$ cat src/rtl/demux8_stream_if.sv
// demux8_stream_if: producer-side and consumer-side handshake signals of the
// 1-to-2 byte demultiplexer. The slave modport is the demux itself; the master
// modport is the surrounding producer/consumers.
interface demux8_stream_if #(
  parameter int WIDTH = 8
);
  logic [WIDTH-1:0] in;
  logic             in_valid;
  logic             enable;
  logic             in_ready;
  logic [WIDTH-1:0] out1;
  logic             out1_valid;
  logic             out1_ready;
  logic [WIDTH-1:0] out2;
  logic             out2_valid;
  logic             out2_ready;
  logic [15:0]      cnt1;
  logic [15:0]      cnt2;

  modport slave (
    input  in, in_valid, enable, out1_ready, out2_ready,
    output in_ready, out1, out1_valid, out2, out2_valid, cnt1, cnt2
  );

  modport master (
    output in, in_valid, enable, out1_ready, out2_ready,
    input  in_ready, out1, out1_valid, out2, out2_valid, cnt1, cnt2
  );
endinterface

$ cat src/rtl/demux8_stream.sv
// demux8_stream: steers each accepted byte of one valid/ready stream into one
// of two small FIFOs (enable=0 -> channel 1, enable=1 -> channel 2).
// Optional macro DEMUX_STATS_EN adds 16-bit per-channel delivered-word
// counters on cnt1/cnt2; without it both counters are tied to zero.
module demux8_stream #(
  parameter int WIDTH = 8,
  parameter int DEPTH = 2   // power of two, 2..16
) (
  input logic            clk,
  input logic            reset,
  demux8_stream_if.slave bus
);
  localparam int PW = $clog2(DEPTH);
  localparam int CW = PW + 1;

  // Index 0 is channel 1 (out1), index 1 is channel 2 (out2).
  logic [1:0]             full;
  logic [1:0]             empty;
  logic [1:0]             push;
  logic [1:0]             pop;
  logic [1:0]             ready;
  logic [1:0][WIDTH-1:0]  head;
  logic [1:0][15:0]       stats;
  logic                   accept_ok;

  // in_ready only looks at the selected channel and is held low while in reset.
  assign accept_ok = !reset && (bus.enable ? !full[1] : !full[0]);
  assign bus.in_ready = accept_ok;

  assign push[0] = bus.in_valid && accept_ok && !bus.enable;
  assign push[1] = bus.in_valid && accept_ok &&  bus.enable;
  assign ready   = {bus.out2_ready, bus.out1_ready};
  assign pop     = ~empty & ready;

  for (genvar ch = 0; ch < 2; ch++) begin : g_ch
    logic [WIDTH-1:0] mem [DEPTH];
    logic [PW-1:0]    wr_ptr;
    logic [PW-1:0]    rd_ptr;
    logic [CW-1:0]    count;

    // Pointer and occupancy bookkeeping; pointers wrap naturally at DEPTH.
    always_ff @(posedge clk) begin
      // NOTE: sequential state uses non-blocking assignments so every register
      // samples pre-edge values regardless of statement order.
      if (reset) begin
        wr_ptr <= '0;
        rd_ptr <= '0;
        count  <= '0;
      end else begin
        if (push[ch]) wr_ptr <= wr_ptr + 1'b1;
        if (pop[ch])  rd_ptr <= rd_ptr + 1'b1;
        case ({push[ch], pop[ch]})
          2'b10:   count <= count + 1'b1;
          2'b01:   count <= count - 1'b1;
          default: count <= count;
        endcase
      end
    end

    // Storage write at the tail; push is already suppressed during reset.
    always_ff @(posedge clk) begin
      // NOTE: the storage array is deliberately not reset; occupancy decides
      // what is visible, so stale contents are never observed.
      if (push[ch]) mem[wr_ptr] <= bus.in;
    end

    assign full[ch]  = (count == CW'(DEPTH));
    assign empty[ch] = (count == '0);
    assign head[ch]  = empty[ch] ? '0 : mem[rd_ptr];

`ifdef DEMUX_STATS_EN
    logic [15:0] delivered;

    // Delivered-word counter, wraps 0xFFFF -> 0x0000.
    always_ff @(posedge clk) begin
      if (reset)        delivered <= '0;
      else if (pop[ch]) delivered <= delivered + 16'd1;
    end

    assign stats[ch] = delivered;
`else
    assign stats[ch] = '0;
`endif
  end

  assign bus.out1       = head[0];
  assign bus.out1_valid = !empty[0];
  assign bus.out2       = head[1];
  assign bus.out2_valid = !empty[1];
  assign bus.cnt1       = stats[0];
  assign bus.cnt2       = stats[1];
endmodule

$ cat src/flat_wrapper.sv
// flat-port wrapper written by rule: the top's interface ports become plain ports
module demux8_stream_flat 
#(
  parameter int WIDTH = 8,
  parameter int DEPTH = 2                         
)
  (clk, reset, bus_in, bus_in_valid, bus_enable, bus_out1_ready, bus_out2_ready, bus_in_ready, bus_out1, bus_out1_valid, bus_out2, bus_out2_valid, bus_cnt1, bus_cnt2);
  demux8_stream_if #(.WIDTH(WIDTH)) bus_i ();
  input logic clk;
  input logic reset;
  input wire logic [$bits(bus_i.in)-1:0] bus_in;
  input wire logic [$bits(bus_i.in_valid)-1:0] bus_in_valid;
  input wire logic [$bits(bus_i.enable)-1:0] bus_enable;
  input wire logic [$bits(bus_i.out1_ready)-1:0] bus_out1_ready;
  input wire logic [$bits(bus_i.out2_ready)-1:0] bus_out2_ready;
  output wire logic [$bits(bus_i.in_ready)-1:0] bus_in_ready;
  output wire logic [$bits(bus_i.out1)-1:0] bus_out1;
  output wire logic [$bits(bus_i.out1_valid)-1:0] bus_out1_valid;
  output wire logic [$bits(bus_i.out2)-1:0] bus_out2;
  output wire logic [$bits(bus_i.out2_valid)-1:0] bus_out2_valid;
  output wire logic [$bits(bus_i.cnt1)-1:0] bus_cnt1;
  output wire logic [$bits(bus_i.cnt2)-1:0] bus_cnt2;
  assign bus_i.in = bus_in;
  assign bus_i.in_valid = bus_in_valid;
  assign bus_i.enable = bus_enable;
  assign bus_i.out1_ready = bus_out1_ready;
  assign bus_i.out2_ready = bus_out2_ready;
  assign bus_in_ready = bus_i.in_ready;
  assign bus_out1 = bus_i.out1;
  assign bus_out1_valid = bus_i.out1_valid;
  assign bus_out2 = bus_i.out2;
  assign bus_out2_valid = bus_i.out2_valid;
  assign bus_cnt1 = bus_i.cnt1;
  assign bus_cnt2 = bus_i.cnt2;
  demux8_stream #(.WIDTH(WIDTH), .DEPTH(DEPTH)) u_core (.clk(clk), .reset(reset), .bus(bus_i));
endmodule
$ cat config.mk
export PLATFORM = sky130hd
export DESIGN_NAME = demux8_stream_flat
export DESIGN_NICKNAME = d
export VERILOG_FILES = /design/src/rtl/demux8_stream_if.sv /design/src/rtl/demux8_stream.sv /design/src/flat_wrapper.sv
export SDC_FILE = /design/constraint.sdc
export NUM_CORES = 1
export LEC_CHECK = 0
export CAP_MARGIN = 10
export CORE_MARGIN = 1
export CORE_UTILIZATION = 45
export CTS_BUF_LIST = sky130_fd_sc_hd__clkbuf_4
export CTS_CLUSTER_SIZE = 20
export DETAILED_ROUTE_END_ITERATION = 10
export GPL_TIMING_DRIVEN = 0
export PLACE_DENSITY = 0.87
export SETUP_SLACK_MARGIN = 0.02
export SLEW_MARGIN = 20
export SYNTH_ARGS = -nofsm -noshare
export SYNTH_HDL_FRONTEND = slang
export SYNTH_SLANG_ARGS = --single-unit
$ cat constraint.sdc
create_clock -name clk -period 2.69 [get_ports clk]
set_input_delay 0.269 -clock clk [delete_from_list [all_inputs] [get_ports clk]]
set_output_delay 0.269 -clock clk [all_outputs]
set_load 0.02 [all_outputs]
# == After elaboration in Yosys (flattened, before gate mapping) ==
# Memories as Yosys holds them, arrays and structs flattened. A register that Yosys moved wholly into a read port is not among the register bits.
# Index checks and enable logic that the tools add are counted.
# word_totals
mem_bits_rw,32
out_inout_bits,51
register_bits,8
inputBits,14
memories,2
# classes
reduce_logical,14
muxes,13
bitwise,2
n_addsub,8
n_eq_ne,6
# memory_table
name,words,word_bits,rd,rd_clocked_by_memory_dff,write_ports,line,rtl
u_core.g_ch[0].mem,2,8,1,1,1,demux8_stream.sv:36,logic [WIDTH-1:0] mem [DEPTH];
u_core.g_ch[1].mem,2,8,1,1,1,demux8_stream.sv:36,
# ops
op,n
$mux 8,2
$mux 1,9
$eq 2x2->1 const B,4
$pmux 2 s2,2
$logic_not 1->1,6
$add 1x1->1 const B,4
$add 2x1->2 const B,2
$eq 2x1->1 const B,2
$logic_and 1x1->1,4
$logic_not 2->1,2
$reduce_bool 2->1,2
$sub 2x1->2 const B,2
$and 2x2->2,1
$not 2->2,1

# == Depth between registers and ports, before layout ==
# logic_depth
word_depth,8
ltp_mapped,6
depth_no_buf,6

# == Worst setup path after synthesis ==
# OpenSTA, ideal clock, no wires.
# synth_timing
kind,reg-to-reg
startpoint,register u_core.g_ch[0].count[0]
endpoint,register u_core.g_ch[0].count[1]
n_path_buf,0
stages_incl_launch_ff,6
slack_ps,1165
synth_period_minus_slack_ps,1525
arrival_time_ps,1454
cell_sequence,dfxtp_1 nand2b_1 nand3_1 ha_1 or3_1 a21oi_1
# synth_between
elab_chain_cells,8
# synth_lines
element,line,rtl
from (decl),demux8_stream.sv:39,logic [CW-1:0] count;
from (signal assigned),demux8_stream.sv:53,2'b10: count <= count + 1'b1;
from (signal assigned),demux8_stream.sv:54,2'b01: count <= count - 1'b1;
from (signal assigned),demux8_stream.sv:55,default: count <= count;
$eq 2x2->1,demux8_stream.sv:67,assign full[ch] = (count == CW'(DEPTH));
$logic_not 1->1,demux8_stream.sv:27,assign accept_ok = !reset && (bus.enable ? !full[1] : !full[0]);
$mux 1,demux8_stream.sv:27,
$logic_and 1x1->1,demux8_stream.sv:27,
$logic_and 1x1->1 (2 in series),demux8_stream.sv:30,assign push[0] = bus.in_valid && accept_ok && !bus.enable;
$eq 2x1->1 / $eq 2x2->1 (equally long branches),demux8_stream.sv:52,"case ({push[ch], pop[ch]})"
$pmux 2 s2 / $reduce_bool 2->1 (equally long branches),--,
# Parallel ways exist; a longest one is shown, timed or not.
# A chain may end at the register's enable or synchronous reset.

# == Worst setup path after layout ==
# layout_timing
startpoint,register u_core.g_ch[0].count[0]
endpoint,output bus_out1[6]
# layout_between
elab_chain_cells,2
# layout_lines
element,line,rtl
$logic_not 2->1,demux8_stream.sv:68,assign empty[ch] = (count == '0);
$mux 8,demux8_stream.sv:69,assign head[ch] = empty[ch] ? '0 : mem[rd_ptr];
to (decl),flat_wrapper.sv:17,output wire logic [$bits(bus_i.out1)-1:0] bus_out1;
# No other way between the ends.

==> results.md <==
* Layout Nets at 243
* Largest net degree at the start of global routing at 14
* Top FF cell, synth: edfxtp_1
* Arr. time, crit path at 2.05 ns
* Routed Antenna Nets at 0
* DRC viols at 0
* Minimum clock period at 2.32 ns
* H-Tree Depth at 2
* Uppermost routed layer: met4
* Startpoint Class: flop
* Post-CTS repair timing setup buffer count at 0
* P_leak at 1.01 nW
* R2R setup slack at 0.87 ns
* Internal power at 0.00117 W
* Placeable Area at 0.00403 mm^2
* Initial antenna violation count at 0
* Mean area per synthesized cell at 12.1 um^2
* CTS hold repair buffers at 0
* Worst-skew pair later-pin latency at 0.35 ns
* Fill count at 327
* Final setup viols at 0
* PostCTS Resize Cnt at 0
* Final Cycle Share at 86.2%
* Worst-case clock skew at 0.0150 ns
* Setup crit end kind: output pin
* Port Buffer Count at 32
* Synth async-reset ratio at 0%
* Area leader, netlist: edfxtp_1
* CTS root buf: clkbuf_4
* GRT Util Overall at 15.5%
* WS Path Type: flop to output pin
* Ant. Diodes at 0
* Pwr per Cell Area at 671 mW/mm^2
* RSZ-0062 raised after global routing: no
* Worst Max-Slew Pin Slew at 0.811 ns
* Global route overflow at 0
* Synth unique cells at 20
* Vias in the first global route at 1,044
* Mapped Area at 0.00190 mm^2
* Max-slew violation count at 0
* CTS buffer count at 5
* Post-synth EDFFs at 32
* Highest clock rate at 0.431 GHz
* GP Congestion at 0.718
* Largest cells by area after synthesis: edfxtp_1 51%, buf_4 13%, dfxtp_1 11%
* Post-DP HPWL at 2430 um
* Routed wl met2 at 1670 um
* First-pass GRT wire length at 4840 um
* Post-route worst setup slack at 0.372 ns
* Layout cells sized above 1 at 18.4%
* Worst min path class: flop to flop
* Worst rel slew slack at 45.7%
* Drt initial violations at 33
* Total Negative Setup Slacks at 0 ns
* Clk pwr share at 24.2%
* Crit path max fanout at 9
* Sink Count at 42
* Hold Vio Cnt, Final at 0
* Die X at 67.0 um
* Metal3 WL at 274 um
* Synthesis Warnings at 0
* Met1 wire length at 1350 um
* Cells after Synth at 157
* Sw Pwr at 0.000499 W
* Rows at 23
* Via count at 1,200
* Die area at 0.00449 mm^2
* Seq pwr share at 45.6%
* Initial Util at 47.2%
* Layout overhead on the synthesized area at 30.6%
* Vias per cell at 4.32
* Die Height at 67.0 um
* Sw frac at 30.0%
* Clock buffer depth at 2
* CP Data Required Time at 2.42 ns
* Synth top area share at 50.5%
* CTS tree: built
* Synth Register Bits at 42
* Outcome: completed
* First drt pass iteration count at 4
* Post-synth top cells: 32 x buf_4, 32 x edfxtp_1, 28 x nor2_1
* CTS clk-pin slew, worst paths at 0.13 ns
* Worst vdd ir at 0.480 mV
* Maxcap violations at 0
* Final WL at 3330 um
* IO Pins at 65
* Post-DR wirelength/cell at 12.0 um
* Comb power frac at 30.2%
* Sequential-to-total area share from yosys stat at 61.1%
* Setup slack at placement at 0.460 ns
[stage by stage]
stage	std cells	total power, W	area, um^2	hold WS, ns	util (%)
2_1_floorplan	188	0.00109	2020	0.368	-
3_3_place_gp	270	0.00126	2400	0.461	59.6
3_5_place_dp	270	0.00128	2400	0.467	59.6
4_1_cts	278	0.00167	2480	0.487	61.6
5_1_grt	278	0.00174	2480	0.504	61.6
6_report	278	0.00167	2480	0.490	61.6
[critical path, stage by stage, from the launching register on]
cell and delay [ns]:
dfxtp_1 0.38, nor2_1 0.60, nor2_1 0.15, clkdlybuf4s50_1 0.57
[metal layers]
metal | global-route usage, % | vias up
met3 | 4.11 | 8
li1 | - | 611
met2 | 27.5 | 53
met1 | 17.7 | 528
met4 | 5.32 | 0
met5 | 0 | -
[path summary, 6_finish.rpt]
| kind | cells after the start | to | start |
|---|---|---|---|
| setup reg to reg | 3 | u_core.g_ch[1].mem[0][4] | u_core.g_ch[1].count[0] |
| hold reg to reg | 1 | u_core.g_ch[1].wr_ptr | u_core.g_ch[1].wr_ptr |
| hold / removal | 1 | u_core.g_ch[1].wr_ptr | u_core.g_ch[1].wr_ptr |
| setup / recovery | 3 | bus_out1[6] | u_core.g_ch[0].count[0] |
[power by group through the flow]
stage | Sequential, W | Combinational, W | Clock, W
after global placement | 0.000771 | 0.000493 | 0
final | 0.000759 | 0.000503 | 0.000403
after global routing | 0.000763 | 0.000544 | 0.000430
after detailed placement | 0.000773 | 0.000504 | 0
after CTS | 0.000759 | 0.000507 | 0.000408
after floorplan | 0.000768 | 0.000322 | 0
[kinds of logic after synthesis]
logic type,synth area share [%]
adder cells (fa/ha/maj),1.32
buffers and inverters,14.7
AO/OA/AOI/OAI,3.42
AND/OR/NAND/NOR,8.09
multiplexers,8.42
flip-flops,61.1
other,0.197
XOR/XNOR,2.76
[cells in the final DEF (no fill, tap or decap), drive strengths merged, types with 3 or more instances in the layout]
cell	count
a21oi	3
inv	7
edfxtp	32
clkbuf	7
clkdlybuf4s50	32
dfxtp	10
nor2	28
xor2	4
buf	34
o21ai	6
conb	32
mux2i	16
[layout make-up]
cell class / count / area, um^2 / share of cell area, %
clock buffers: 6 / 45.0 / 1.81
flip-flops and latches: 42 / 1160 / 46.8
multi-input cells: 104 / 577 / 23.2
repair buffers: 32 / 320 / 12.9
well taps: 50 / 62.6 / 2.52
clock inverters: 2 / 37.5 / 1.51
plain buffers: 35 / 254 / 10.2
inverters: 7 / 26.3 / 1.06
[flip-flops by register name (all words and copies together), names as in the netlist, named ones only]
register and cells:
u_core.g_ch.rd_ptr 2, u_core.g_ch.count 4, u_core.g_ch.mem 32, u_core.g_ch.wr_ptr 2
Power figures use the tool's default switching activity.
